==> src/rtl/arb_pkg.sv <==
// Shared types and constants for the IF/EX memory arbiter.
package arb_pkg;

    typedef enum logic [1:0] {
        IDLE    = 2'b00,
        IF_BUSY = 2'b01,
        EX_BUSY = 2'b10,
        EX_LOCK = 2'b11
    } arb_state_t;

    // Instruction fetches are always 4-byte, one-hot size encoding.
    localparam logic [3:0] IF_FETCH_SIZE = 4'b0100;

endpackage

==> src/rtl/arb_starve_cnt.sv <==
// Saturating count of EX grants taken while IF was left waiting.
module arb_starve_cnt #(
    parameter int unsigned LIMIT = 4
) (
    input  logic clk,
    input  logic rst_n,
    input  logic inc,
    input  logic clr,
    output logic sat
);

    localparam int unsigned W = $clog2(LIMIT + 1);

    logic [W-1:0] cnt_q;

    assign sat = (cnt_q == W'(LIMIT));

    always_ff @(posedge clk or negedge rst_n) begin
        if (!rst_n) begin
            cnt_q <= '0;
        end else if (clr) begin
            cnt_q <= '0;
        end else if (inc && !sat) begin
            cnt_q <= cnt_q + W'(1);
        end
    end

endmodule

==> src/rtl/mem_arbiter.sv <==
// Single-BIU arbiter between instruction fetch and execute traffic, with AMO lock.
// Optional IF anti-starvation enabled by defining ARB_STARVE_EN.
module mem_arbiter
    import arb_pkg::*;
#(
    parameter int unsigned STARVE_LIMIT = 4,
    parameter int unsigned ADDR_W       = 64
) (
    input  logic              clk,
    input  logic              rst_n,
    input  logic              if_read,
    input  logic [ADDR_W-1:0] if_addr,
    input  logic [3:0]        if_priv,
    output logic              if_ready,
    output logic              if_fault,
    input  logic              ex_read,
    input  logic              ex_write,
    input  logic [2:0]        ex_fence,
    input  logic              ex_lock,
    input  logic [ADDR_W-1:0] ex_addr,
    input  logic [3:0]        ex_size,
    input  logic [3:0]        ex_priv,
    input  logic              ex_unpage,
    input  logic [ADDR_W-1:0] ex_wdata,
    output logic              ex_ready,
    output logic              ex_fault,
    output logic              biu_read,
    output logic              biu_write,
    output logic [2:0]        biu_fence,
    output logic [ADDR_W-1:0] biu_addr,
    output logic [3:0]        biu_size,
    output logic [3:0]        biu_priv,
    output logic              biu_unpage,
    output logic [ADDR_W-1:0] biu_wdata,
    input  logic              biu_ready,
    input  logic              biu_fault
);

    if (STARVE_LIMIT < 1 || STARVE_LIMIT > 15) begin : g_bad_limit
        $error("mem_arbiter: STARVE_LIMIT must be in 1..15");
    end

    arb_state_t state_q, state_d;
    logic       ex_req;
    logic       force_if;

    assign ex_req = ex_read | ex_write | (|ex_fence);

`ifdef ARB_STARVE_EN
    logic starve_sat;
    logic starve_inc;
    logic starve_clr;

    // Count only IDLE grants; the EX_LOCK -> EX_BUSY hop is part of one AMO.
    assign starve_inc = (state_q == IDLE) && (state_d == EX_BUSY) && if_read;
    assign starve_clr = (state_q == IDLE) && (!if_read || (state_d == IF_BUSY));
    assign force_if   = starve_sat & if_read;

    arb_starve_cnt #(
        .LIMIT (STARVE_LIMIT)
    ) u_starve_cnt (
        .clk   (clk),
        .rst_n (rst_n),
        .inc   (starve_inc),
        .clr   (starve_clr),
        .sat   (starve_sat)
    );
`else
    assign force_if = 1'b0;
`endif

    always_ff @(posedge clk or negedge rst_n) begin
        if (!rst_n) begin
            state_q <= IDLE;
        end else begin
            state_q <= state_d;
        end
    end

    always_comb begin
        state_d    = state_q;
        if_ready   = 1'b0;
        if_fault   = 1'b0;
        ex_ready   = 1'b0;
        ex_fault   = 1'b0;
        biu_read   = 1'b0;
        biu_write  = 1'b0;
        biu_fence  = '0;
        biu_addr   = '0;
        biu_size   = '0;
        biu_priv   = '0;
        biu_unpage = 1'b0;
        biu_wdata  = '0;

        case (state_q)
            IDLE: begin
                if (ex_req && !force_if) begin
                    state_d = EX_BUSY;
                end else if (if_read) begin
                    state_d = IF_BUSY;
                end
            end

            IF_BUSY: begin
                biu_read = 1'b1;
                biu_addr = if_addr;
                biu_size = IF_FETCH_SIZE;
                biu_priv = if_priv;
                if (biu_fault) begin
                    if_fault = 1'b1;
                    state_d  = IDLE;
                end else if (biu_ready) begin
                    if_ready = 1'b1;
                    state_d  = IDLE;
                end
            end

            EX_BUSY: begin
                biu_read   = ex_read;
                biu_write  = ex_write;
                biu_fence  = ex_fence;
                biu_addr   = ex_addr;
                biu_size   = ex_size;
                biu_priv   = ex_priv;
                biu_unpage = ex_unpage;
                biu_wdata  = ex_wdata;
                // Fault beats ready and always abandons the AMO lock.
                if (biu_fault) begin
                    ex_fault = 1'b1;
                    state_d  = IDLE;
                end else if (biu_ready) begin
                    ex_ready = 1'b1;
                    state_d  = ex_lock ? EX_LOCK : IDLE;
                end
            end

            EX_LOCK: begin
                if (ex_req) begin
                    state_d = EX_BUSY;
                end else if (!ex_lock) begin
                    state_d = IDLE;
                end
            end

            default: state_d = IDLE;
        endcase
    end

endmodule

==> config.mk <==
export PLATFORM = sky130hd
export DESIGN_NAME = mem_arbiter
export DESIGN_NICKNAME = d
export VERILOG_FILES = /design/src/rtl/arb_pkg.sv /design/src/rtl/arb_starve_cnt.sv /design/src/rtl/mem_arbiter.sv
export SDC_FILE = /design/constraint.sdc
export NUM_CORES = 1
export LEC_CHECK = 0
export BUFFER_PORTS_ARGS = -buffer_cell sky130_fd_sc_hd__clkbuf_2
export CORE_AREA = 2 2 141 143
export DETAILED_ROUTE_END_ITERATION = 7
export DIE_AREA = 0 0 143 145
export PLACE_DENSITY = 0.49
export SLEW_MARGIN = 20
export SYNTH_ARGS = -nofsm -noshare
export SYNTH_HDL_FRONTEND = slang
export SYNTH_SLANG_ARGS = --single-unit
==> constraint.sdc <==
create_clock -name clk -period 1.5 [get_ports clk]
set_clock_uncertainty 0.15 [all_clocks]
set_input_delay 0.15 -clock clk [delete_from_list [all_inputs] [get_ports clk]]
set_output_delay 0.15 -clock clk [all_outputs]
set_load 0.01 [all_outputs]
==> metrics.cfg, run 1 <==
[die]
start_util = 0.0936
io_pins = 362
die_area_mm2 = 0.0207
die_x_um = 143
fp-row-count = 51
die_h_um = 145
core-area_mm2 = 0.0192

[critical_path]
cp-start-kind = flip-flop
worstSetupEndpointType = output port
cp.arrival_ps = 1640
crit_type = flip-flop to output port
critPathMaxFanout = 5
required_ps = 1200

[power_and_ir_drop]
power_density_mw_per_mm2 = 1820
fin_total_pwr_mw = 8.62
p_leak_nw = 2.50
ir_worst_vdd_uv = 672

[layout]
drive_above_1_share = 0.718
finalNonFillerCells = 910
nNetsFinal = 868
syn_to_final_growth_pct = 164
largest_reg_flops = 2
biggestRegsByFlops = state_q (2)
regMostFlops = state_q
final_core_util = 0.247
insertedDiodeCount = 0

[global_routing]
first_global_vias = 3108
antenna_found_initial = 0
grt_pass1_wl_um = 16400
grt_usage = 0.0977
grt_start_max_net_pins = 34
grt-ovfl-total = 0

[clock_tree]
htree_num_levels = 1
cts_buffers = 3
clk_latency_ps = 220
cts_root_buf = clkbuf_16
cts_tree = done
clk_pin_slew_worst_paths_ps = 30
max-clock-path-buffers = 2
cts.sinks = 2

[sta]
fin_crit_ps = 1940
fin_tns_setup_ps = -44930
tightest_slew_ps = 272
final_max_slew_viol_count = 0
rsz0062_at_grt = true
hold_slack_ps = 104
clock.fmax_mhz = 516
hold_viol = 0
fin_crit_sh = 1.29
setup_violations = 148
setup_slack_ps = -438
slew_headroom = 0.819

[synth]
synth_nets = 495
synth_top_area_frac = 0.288
synth_edf_count = 0
yosys_warnings = 0
netlist_area_mm2 = 0.00180
async_flop_share = 1.00
yosys.area.top_type = a22oi_1
synthDistinctLibCells = 18
ys_seq_area_frac = 0.0278
ys_ff_latch = 2
synth_common_cells = 74 x and2_1, 71 x nor2b_1, 69 x a22oi_1, 16 x buf_2, 14 x clkbuf_1
yosysMostFrequentCell = and2_1
synth.area.top_cells = a22oi_1 29%, and2_1 26%, nor2b_1 25%
synthCells = 274
syn_area_per_cell_um2 = 6.56
synth_ff_type = dfrtp_1

[run]
cap_violations = 0

[worst_hold_path]
worst_hold_path_type = input pin to asynchronous set/reset pin

[place]
portBuffers = 361
place_inst = 891
dpl.hpwl_um = 8930
place_congestion = 0.750

[routing]
vias = 3400
drt_iter0_drc = 113
ant_nets = 0
dr.pass1.iters = 4
wl_per_cell_um = 13.0
wl_um = 11900
vias_per_cell = 3.74
drc = 0

[outcome]
status = complete, but fails checks
violations = negative setup slack

## layout make-up
type / instances / area (um^2)
Multi-Input combinational cell: 236 / 1870
Fill cell: 2133 / 14500
Sequential cell: 2 / 51.3
Inverter: 5 / 18.8
Timing Repair Buffer: 399 / 2400
Clock buffer: 3 / 75.1
Tap cell: 265 / 332
## final timing paths
check,cells past startpoint,end,startpoint,slack (ps)
min in group clk,3,state_q[0],biu_fault,180
max,7,biu_addr[62],state_q[1],-440
max reg2reg,6,state_q[1],state_q[0],-150
min reg2reg,2,state_q[1],state_q[1],520
max in group asynchronous,2,state_q[1],rst_n,980
min,2,state_q[0],rst_n,100
## critical path, stage by stage, from the launching register on
cell	delay, ps
dfrtp_2	430
ha_4	190
buf_12	140
buf_12	140
buf_6	120
a22oi_2	220
nor2b_4	60
buf_6	120
## repair_timing
action	CTS	global route
hold buffers	1	0
gates resized for setup	15	83
pin swaps	3	9
buffers inserted	6	4
cloned	4	2
endpoints found under the setup margin	148	148
hold endpoints to repair	2	0
## metal layers
layer	up-vias	part of all wire	wire, um	GRT usage
li1	1690	-	-	-
met1	1543	0.41	4810	0.119
met2	162	0.53	6310	0.189
met3	5	0.059	697	0.00924
met4	0	0.0044	52	0.00990
met5	-	0	0	0
## power by group
| part | internal [mW] | leakage [nW] | switching [mW] |
|---|---|---|---|
| Combinational | 4.34 | 2.44 | 3.76 |
| Clock | 0.340 | 0.0370 | 0.0702 |
| Sequential | 0.0802 | 0.0240 | 0.0276 |
| Total | 4.76 | 2.50 | 3.86 |
## cell usage in the layout (no fill, tap or decap), types with 3 or more instances in the layout
master     synthesis  layout
a21oi_1            4       3
clkbuf_2           0     340
a22oi_2            0      25
buf_4              1      14
nor2b_4            0       6
inv_1              5       3
a22oi_1           69      44
nor2_1             3       3
ha_4               0       3
buf_2             16      14
and2_4             0       3
buf_12             0      11
nor2b_1           71      48
clkbuf_16          0       5
nor2b_2            0      17
and2_1            74      71
buf_6              0      14
## stage by stage
stage | cell area [um^2] | setup slack [ps]
5_1_grt | 4740 | -478
3_3_place_gp | 4090 | -250
2_1_floorplan | 1830 | -49.1
3_5_place_dp | 4090 | -266
6_report | 4740 | -438
4_1_cts | 4440 | -423
## kinds of logic after synthesis
family | synth area share
compound gates | 0.317
fa+ha+maj | 0.0348
buf+inv | 0.0884
flops | 0.0278
mux | 0.00557
simple gates | 0.526
Power figures use the tool's default switching activity.
==> run 2: changes to the inputs <==
--- a/config.mk
+++ b/config.mk
@@ -5,10 +5,11 @@
 export SDC_FILE = /design/constraint.sdc
 export NUM_CORES = 1
 export LEC_CHECK = 0
+export ABC_AREA = 1
 export BUFFER_PORTS_ARGS = -buffer_cell sky130_fd_sc_hd__clkbuf_2
-export CORE_AREA = 2 2 141 143
+export CORE_AREA = 2 2 142 144
 export DETAILED_ROUTE_END_ITERATION = 7
-export DIE_AREA = 0 0 143 145
+export DIE_AREA = 0 0 144 146
 export PLACE_DENSITY = 0.49
 export SLEW_MARGIN = 20
 export SYNTH_ARGS = -nofsm -noshare
==> run 2 against run 1 <==
  * The flow still finishes with violations (negative setup slack)
  * Sequential share of layout area fell by 0.19 points
  * Largest cell class unchanged
  * Non-clock buffer count increased by 24
  * Sequential power is 16% lower
  * Flip-flop and latch count unchanged
  * Die area increased by 1.4%
  * Critical path depth did not move
  * Worst setup slack improved by 31 ps
  * Largest power group unchanged
  * Wire length grew 20%
  * Critical path type unchanged
  * Via count grew 18%
  * Register-to-register slack worse by 120 ps
==> metrics.cfg, run 2 <==
[synth]
synth_common_cells = 223 x nand2_1, 84 x inv_1, 68 x a21oi_1, 15 x buf_2
netlist_area_mm2 = 0.00190  ; +5.7%
yosysMostFrequentCell = nand2_1
syn_area_per_cell_um2 = 4.36  ; -34%
synth.area.top_cells = nand2_1 44%, a21oi_1 18%, inv_1 17%
yosys.area.top_type = nand2_1
ys_seq_area_frac = 0.0263  ; -0.00150
async_flop_share = 1.00  ; unchanged
synthCells = 436  ; +59%
ys_ff_latch = 2  ; unchanged
yosys_warnings = 0  ; unchanged
synth_edf_count = 0  ; unchanged
synth_top_area_frac = 0.440  ; +0.152
synthDistinctLibCells = 18  ; unchanged
synth_ff_type = dfrtp_1
synth_nets = 657  ; +33%

[sta]
rsz0062_at_grt = true
fin_crit_ps = 1910  ; -30.9 ps
setup_slack_ps = -407  ; +30.9 ps
fin_tns_setup_ps = -51270  ; -6340 ps
fin_crit_sh = 1.27  ; -0.0206
setup_violations = 148  ; unchanged
tightest_slew_ps = 290  ; +18.1 ps
hold_viol = 0  ; unchanged
clock.fmax_mhz = 524  ; +1.6%
final_max_slew_viol_count = 0  ; unchanged
slew_headroom = 0.806  ; -0.0128

[routing]
vias_per_cell = 3.67  ; -1.8%
ant_nets = 0  ; unchanged
dr.pass1.iters = 7  ; +3
wl_um = 14300  ; +20%
drc = 0  ; unchanged
wl_per_cell_um = 13.0  ; about the same
vias = 4025  ; +18%
drt_iter0_drc = 80  ; -29%

[outcome]
status = complete, but fails checks
violations = negative setup slack

[layout]
drive_above_1_share = 0.644  ; -0.0736
layout_commonest_cell = clkbuf_2
regMostFlops = state_q
final_cell_mix = 286 x clkbuf_2, 187 x nand2_1, 81 x inv_1
biggestRegsByFlops = state_q (2)
largest_reg_flops = 2  ; unchanged
syn_to_final_growth_pct = 197
nNetsFinal = 1055  ; +22%
finalNonFillerCells = 1097  ; +21%
insertedDiodeCount = 0  ; unchanged
final_core_util = 0.292  ; +0.0446

[clock_tree]
cts_tree = done
htree_num_levels = 1  ; unchanged
cts.sinks = 2  ; unchanged
cts_buffers = 3  ; unchanged
max-clock-path-buffers = 2  ; unchanged
cts_root_buf = clkbuf_16
clk_latency_ps = 220  ; about the same
clk_pin_slew_worst_paths_ps = 30  ; about the same

[global_routing]
first_global_vias = 3665  ; +18%
grt_start_max_net_pins = 44  ; +29%
grt_pass1_wl_um = 18300  ; +12%
grt_usage = 0.110  ; +0.0121
grt-ovfl-total = 0  ; unchanged
antenna_found_initial = 0  ; unchanged

[place]
dpl.hpwl_um = 11100  ; +24%
place_congestion = 0.795  ; +6.0%
place_inst = 1068  ; +20%
post-place-ws_ps = -223  ; +42.7 ps
portBuffers = 361  ; unchanged

[power_and_ir_drop]
ir_worst_vdd_uv = 702  ; +4.4%
p_leak_nw = 3.49  ; +39%
power_density_mw_per_mm2 = 1640  ; -9.8%

[critical_path]
critPathMaxFanout = 8  ; +3
cp_top_family = buffers and inverters
crit_chain = inv_2, ha_4, buf_12, clkbuf_16, nand2_1, a21oi_1, clkbuf_2
cp.arrival_ps = 1610  ; -30 ps
max_stage_delay_ps = 380  ; -50 ps
r2r_slack_ps = -270  ; -120 ps
critPathBufInv = 4  ; unchanged
worstSetupEndpointType = output port
required_ps = 1200  ; about the same
critPathSlowestCell = dfrtp_1
crit_type = flip-flop to output port
cp-start-kind = flip-flop

[die]
fp-row-count = 51  ; unchanged
die_h_um = 146  ; +0.69%
core-area_mm2 = 0.0193  ; +0.66%
die_x_um = 144  ; +0.70%
start_util = 0.0983  ; +0.00469
io_pins = 362  ; unchanged
die_area_mm2 = 0.0210  ; +1.4%

[worst_hold_path]
worst_hold_path_type = input pin to asynchronous set/reset pin

[run]
cap_violations = 0  ; unchanged

-- run 2: final timing paths --
check	startpoint	endpoint	cells after the start
worst max-delay path	state_q[1]	biu_addr[3]	7
worst min-delay path	rst_n	state_q[1]	2
worst max register to register	state_q[0]	state_q[0]	12
worst min register to register	state_q[1]	state_q[1]	4
max in group asynchronous	rst_n	state_q[0]	2
min in group clk	ex_lock	state_q[1]	5
-- run 2: repair_timing --
| item | in CTS | in global routing |
|---|---|---|
| resized for setup | 43 | 170 |
| hold buffers | 1 | 0 |
| pin swaps | 3 | 15 |
| endpoints found under the hold margin | 2 | 0 |
| buffers inserted | 5 | 9 |
| gates cloned | 1 | 11 |
| endpoints found under the setup margin | 148 | 148 |
-- run 2: cell families after synthesis --
family / Yosys count / share of synthesized area
adder cells (fa/ha/maj): 5 / 0.0329
buffers and inverters: 118 / 0.271
flip-flops: 2 / 0.0263
AND/OR/NAND/NOR: 242 / 0.488
AO/OA/AOI/OAI: 69 / 0.182
-- run 2: final cells by class --
type | count | area [um^2]
repair buffers | 423 | 2880
multi-input cells | 316 | 1940
fillers | 2148 | 13700
well taps | 265 | 332
repair inverters | 1 | 11.3
inverters | 87 | 352
flip-flops and latches | 2 | 50.0
clock buffers | 3 | 75.1
-- run 2: report_power, final --
group,total [mW],internal [mW],switching [mW]
Clock,0.400,0.339,0.0608
Combinational,8.74,4.19,4.56
Sequential,0.0904,0.0743,0.0162
Total,9.23,4.60,4.63
-- run 2: per-stage QoR --
stage | hold slack, ps | power (mW) | cell area, um^2
2_1_floorplan | -296 | 3.94 | 2240
3_3_place_gp | -202 | 6.75 | 4610
3_5_place_dp | -201 | 6.72 | 4610
4_1_cts | 136 | 7.72 | 4930
5_1_grt | 131 | 9.98 | 5640
6_report | 116 | 9.23 | 5640
-- run 2: metal layers --
layer	up-vias	track usage	routed length, um
met5	-	0	0
met4	0	0.00784	65
met1	1730	0.113	5190
met2	219	0.233	7900
met3	8	0.0181	1140
li1	2068	-	-
